`src/rtl/joystick_serializer_pkg.sv`:
```
`default_nettype none
// ============================================================================
// Module   : joystick_serializer_pkg
// Brief    : Frame layout, state encoding and frame builder for the serializer
// Revision : 1.0 - initial release
// ============================================================================
package joystick_serializer_pkg;

    localparam int FRAME_LEN = 16;
    localparam int CNT_W     = $clog2(FRAME_LEN);
    localparam logic [CNT_W-1:0] LAST_IDX = CNT_W'(FRAME_LEN - 1);

    localparam int MARK0   = 0;
    localparam int MARK1   = 1;
    localparam int J2_BASE = 2;
    localparam int PAD0    = 8;
    localparam int PAD1    = 9;
    localparam int J1_BASE = 10;

    typedef enum logic [1:0] {
        IDLE  = 2'd0,
        LOAD  = 2'd1,
        SHIFT = 2'd2,
        DONE  = 2'd3
    } state_t;

    // Wire order of one stick is B5, B4, B0, B1, B2, B3; element 0 goes out first.
    function automatic logic [5:0] button_group(input logic [5:0] joy);
        return ~{joy[3], joy[2], joy[1], joy[0], joy[4], joy[5]};
    endfunction

    // Frame index i lives at bit FRAME_LEN-1-i so the MSB is always on the wire.
    function automatic logic [FRAME_LEN-1:0] build_frame(input logic [5:0] j1,
                                                         input logic [5:0] j2);
        logic [FRAME_LEN-1:0] f;
        logic [5:0]           g1;
        logic [5:0]           g2;
        f  = '1;
        g1 = button_group(j1);
        g2 = button_group(j2);
        f[FRAME_LEN-1-MARK0] = 1'b1;
        f[FRAME_LEN-1-MARK1] = 1'b1;
        f[FRAME_LEN-1-PAD0]  = 1'b1;
        f[FRAME_LEN-1-PAD1]  = 1'b1;
        for (int k = 0; k < 6; k++) begin
            f[FRAME_LEN-1-(J2_BASE+k)] = g2[k];
            f[FRAME_LEN-1-(J1_BASE+k)] = g1[k];
        end
        return f;
    endfunction

endpackage
`default_nettype wire

```
`src/rtl/joystick_serializer_sync_edge.sv`:
```
`default_nettype none
// ============================================================================
// Module   : sync_edge
// Brief    : SYNC-stage synchroniser with history flop for edge/level detect
// Revision : 1.0 - initial release
// ============================================================================
module sync_edge #(
    parameter int SYNC = 2
) (
    input  logic clock,
    input  logic reset,
    input  logic din,
    output logic level,
    output logic prev,
    output logic rise,
    output logic fall
);

    logic [SYNC-1:0] r_sync;
    logic            r_hist;

    always_ff @(posedge clock or negedge reset) begin
        if (!reset) begin
            r_sync <= '1;
            r_hist <= 1'b1;
        end else begin
            r_sync <= {r_sync[SYNC-2:0], din};
            r_hist <= r_sync[SYNC-1];
        end
    end

    assign level = r_sync[SYNC-1];
    assign prev  = r_hist;
    assign rise  = r_sync[SYNC-1] & ~r_hist;
    assign fall  = ~r_sync[SYNC-1] & r_hist;

endmodule
`default_nettype wire

```
`src/rtl/joystick_serializer.sv`:
```
`default_nettype none
// ============================================================================
// Module   : joystick_serializer
// Brief    : 74HC165-style responder presenting two 6-button sticks on joyD
// Revision : 1.0 - initial release
// ============================================================================
module joystick_serializer
    import joystick_serializer_pkg::*;
#(
    parameter int SYNC = 2
) (
    input  logic       clock,
    input  logic       reset,
    input  logic       joyCk,
    input  logic       joyLd,
    output logic       joyD,
    input  logic [7:0] joy1,
    input  logic [7:0] joy2,
    output logic       loaded,
    output logic       done
);

    logic w_ck_level, w_ck_prev, w_ck_rise, w_ck_fall;
    logic w_ld_level, w_ld_prev, w_ld_rise, w_ld_fall;

    sync_edge #(.SYNC(SYNC)) u_ck_sync (
        .clock (clock),
        .reset (reset),
        .din   (joyCk),
        .level (w_ck_level),
        .prev  (w_ck_prev),
        .rise  (w_ck_rise),
        .fall  (w_ck_fall)
    );

    sync_edge #(.SYNC(SYNC)) u_ld_sync (
        .clock (clock),
        .reset (reset),
        .din   (joyLd),
        .level (w_ld_level),
        .prev  (w_ld_prev),
        .rise  (w_ld_rise),
        .fall  (w_ld_fall)
    );

    state_t               r_state, w_state_next;
    logic [FRAME_LEN-1:0] r_shift, w_shift_next;
    logic [CNT_W-1:0]     r_count, w_count_next;
    logic                 r_loaded, w_loaded_next;
    logic                 r_done, w_done_next;
    logic                 w_shift_en;

    // A clock edge coinciding with the load release must not eat index 0.
    assign w_shift_en = w_ck_rise & w_ld_prev;

    always_comb begin
        w_state_next  = r_state;
        w_shift_next  = r_shift;
        w_count_next  = r_count;
        w_loaded_next = 1'b0;
        w_done_next   = 1'b0;
        if (!w_ld_level) begin
            w_state_next = LOAD;
            w_shift_next = build_frame(joy1[5:0], joy2[5:0]);
            w_count_next = '0;
        end else begin
            case (r_state)
                IDLE: ;
                LOAD: begin
                    w_state_next  = SHIFT;
                    w_loaded_next = 1'b1;
                    w_count_next  = '0;
                end
                SHIFT: begin
                    if (w_shift_en) begin
                        w_shift_next = {r_shift[FRAME_LEN-2:0], 1'b1};
                        w_count_next = r_count + 1'b1;
                        if (r_count == LAST_IDX - 1'b1) begin
                            w_done_next  = 1'b1;
                            w_state_next = DONE;
                        end
                    end
                end
                DONE: begin
                    if (w_shift_en) begin
                        w_shift_next = {r_shift[FRAME_LEN-2:0], 1'b1};
                    end
                end
                default: w_state_next = IDLE;
            endcase
        end
    end

    always_ff @(posedge clock or negedge reset) begin
        if (!reset) begin
            r_state  <= IDLE;
            r_shift  <= '1;
            r_count  <= '0;
            r_loaded <= 1'b0;
            r_done   <= 1'b0;
        end else begin
            r_state  <= w_state_next;
            r_shift  <= w_shift_next;
            r_count  <= w_count_next;
            r_loaded <= w_loaded_next;
            r_done   <= w_done_next;
        end
    end

    assign joyD   = r_shift[FRAME_LEN-1];
    assign loaded = r_loaded;
    assign done   = r_done;

    logic w_unused;
    assign w_unused = &{1'b0, w_ck_level, w_ck_prev, w_ck_fall, w_ld_rise,
                        w_ld_fall, joy1[7:6], joy2[7:6]};

endmodule
`default_nettype wire

```
`config.mk`:
```
export PLATFORM = sky130hd
export DESIGN_NAME = joystick_serializer
export DESIGN_NICKNAME = d
export VERILOG_FILES = /design/src/rtl/joystick_serializer_pkg.sv /design/src/rtl/joystick_serializer_sync_edge.sv /design/src/rtl/joystick_serializer.sv
export SDC_FILE = /design/constraint.sdc
export NUM_CORES = 1
export LEC_CHECK = 0
export CORE_MARGIN = 2
export CORE_UTILIZATION = 51
export CTS_CLUSTER_DIAMETER = 50
export DETAILED_ROUTE_END_ITERATION = 12
export PLACE_DENSITY = 0.86
export SYNTH_ARGS = -nofsm -noshare
export SYNTH_HDL_FRONTEND = slang
export SYNTH_HIERARCHICAL = 1
export SYNTH_SLANG_ARGS = --single-unit
```
`constraint.sdc`:
```
create_clock -name clock -period 2.1 [get_ports clock]
set_input_delay 0.315 -clock clock [delete_from_list [all_inputs] [get_ports clock]]
set_output_delay 0.315 -clock clock [all_outputs]
set_load 0.05 [all_outputs]
```
==> results_dict.tcl <==
set metrics [dict create \
    ioPinCount 23 \
    post_cts.repair.setup_buffers 0 \
    die_h_um 55.5 \
    grt_util_met2 0.245 \
    antenna_left 0 \
    cts_max_path_buffers 2 \
    clock_tree_from_tritoncts "done" \
    antenna_cells 0 \
    critical_path.reg2reg.startpoint "u_ck_sync/r_sync[1]$_DFF_PN1_" \
    cp_data_required_time_ns 1.78 \
    globalRoute.busiestLayer "met2" \
    hold_path.class "input pin to asynchronous set/reset pin" \
    cp.buffers_inverters 1 \
    clk_latency_ns 0.33 \
    globalRouteMet3Util 0.0492 \
    critPathArrivalTime_ns 1.66 \
    rows 18 \
    post_cts_resize_count 0 \
    yosys_warnings 6 \
    pin_count_of_the_biggest_net_entering_global_routing 31 \
    final_cycle_share 0.940 \
    groute.layer.met1.usage 0.181 \
    drc 0 \
    grt_first_pass_wirelength_um 3650 \
    rsz0062_at_grt "false" \
    cts.sink_count 30 \
    nNetsFinal 151 \
    cts_root_buffer "sky130_fd_sc_hd__clkbuf_4" \
    critical_path_endpoint_category "primary output" \
    cts.htree.levels 2 \
    fin_worst_skew_ns 0.00527 \
    first_pass_iters 4 \
    leakagePower_nw 0.723 \
    hold_ws_ns 0.360 \
    most_common_cell_after_layout_fill_and_taps_aside "sky130_fd_sc_hd__mux2i_1" \
    die_x_um 55.5 \
    ff_latch_area_um2 778 \
    drt-vias-per-instance 5.47 \
    setup-tns-final_ns 0 \
    via_count_of_the_first_global_routing_pass 865 \
    run_status "finished clean" \
    path_cells "clkdlybuf4s50_1" \
    total_power_mw 1.22 \
    finalWeightedCongestion 0.789 \
    dp_hpwl_um 1430 \
    timing.reg2reg.setup_slack_ns 0.47 \
    path_class "flip-flop to primary output" \
    routed-via-count 875 \
    number_of_antenna_violations_at_the_first_check_in_global_routing 0 \
    start_kind "flip-flop" \
    depth_of_the_most_critical_reg_to_reg_path 4 \
    max_stage_delay_ns 0.79 \
    powerDensity_mw_per_mm2 758 \
    path_max_fanout 2 \
    max_clock_freq_mhz 506 \
    port-buffer-count 18 \
    finalSetupViolations 0 \
    route.final.wire_length_um 2070 \
    fraction_of_layout_instances_using_a_drive_strength_above_1 0.269 \
    worst_slew_margin_rel 0.671 \
    maxSlewViolCount 0 \
    maximum_vdd_drop_mv 0.557 \
    tightestPinTransition_ns 0.491 \
    core_area_mm2 0.00250 \
    crit_path_slowest_cell "sky130_fd_sc_hd__clkdlybuf4s50_1" \
    start_util 0.542 \
    postSynthNetCount 130 \
    layout.filler_cells 186 \
    commonest_non_fill_non_tap_cells_in_the_layout "sky130_fd_sc_hd__mux2i_1 (23), sky130_fd_sc_hd__dfstp_2 (22), sky130_fd_sc_hd__clkdlybuf4s50_1 (18)" \
    cts_inserted_buffers 5 \
    cts-hold-fix-buffers 0 \
    design.die.area_mm2 0.00308 \
    syn_area_mm2 0.00135 \
    multi_input_comb_area_um2 498 \
    drtIter0Drc 16 \
    path_delay_family "buffers and inverters" \
    hold_violation_total_from_the_final_report 0 \
    flow.area_growth_from_synthesis_pct 18.9 \
    globalRouteTotalUtil 0.156 \
    globalRoute.totalOverflow 0 \
    critical_path.reg2reg.endpoint "r_count[3]$_DFFE_PN0P_" \
    avgRoutedWirePerCell_um 12.9 \
    layout_min_cycle_time_ns 1.97 \
    timing.max_cap.violations 0 \
    cells_after_synth 108 \
    synthesis.area_per_instance_um2 12.5 \
    clk_pin_slew_worst_paths_ns 0.09 \
]
[stage by stage]
step | instances | utilization | cell area (um^2) | worst slack, ns
after global placement | 152 | 0.613 | 1530 | 0.490
after detailed placement | 152 | 0.613 | 1530 | 0.470
after CTS | 160 | 0.644 | 1610 | 0.102
after floorplan | 108 | - | 1350 | 0.659
final | 160 | 0.644 | 1610 | 0.125
after global routing | 160 | 0.644 | 1610 | 0.0756
[worst max path at each step]
stage | depth (start not counted) | startpoint | to | slack (ns)
2_1_floorplan | 6 | u_ck_sync/r_sync[1]$_DFF_PN1_ | r_shift[3]$_DFFE_PN1P_ | 0.66
3_3_place_gp | 1 | r_shift[15]$_DFFE_PN1P_ | joyD | 0.49
3_5_place_dp | 4 | u_ck_sync/r_sync[1]$_DFF_PN1_ | r_count[3]$_DFFE_PN0P_ | 0.47
4_1_cts | 1 | r_shift[15]$_DFFE_PN1P_ | joyD | 0.10
5_1_grt | 1 | r_shift[15]$_DFFE_PN1P_ | joyD | 0.08
6_report | 1 | r_shift[15]$_DFFE_PN1P_ | joyD | 0.13
[area by class of cell]
cell class,instances,share of cell area
clock buffers,8,0.0490
repair buffers,22,0.131
well taps,30,0.0233
inverters,2,0.00466
flip-flops and latches,30,0.483
multi-input cells,68,0.309
[layer usage]
metal	vias up	routed length (um)
met3	6	112
met2	22	995
li1	424	-
met4	0	56
met1	423	904
met5	-	0
[sequential cells by signal (all words and copies together), names as in the netlist]
signal            cells
u_ld_sync/r_sync      2
done                  1
loaded                1
u_ld_sync/prev        1
r_state               2
r_count               4
u_ck_sync/r_sync      2
r_shift              16
u_ck_sync/prev        1
[report_power, final]
| part | leakage, nW | internal (mW) | switching, mW |
|---|---|---|---|
| clock network | 0.0446 | 0.229 | 0.189 |
| logic | 0.342 | 0.0698 | 0.0570 |
| registers | 0.337 | 0.644 | 0.0317 |
| total | 0.723 | 0.943 | 0.277 |
Note: power is estimated with default switching activity, not from simulation.
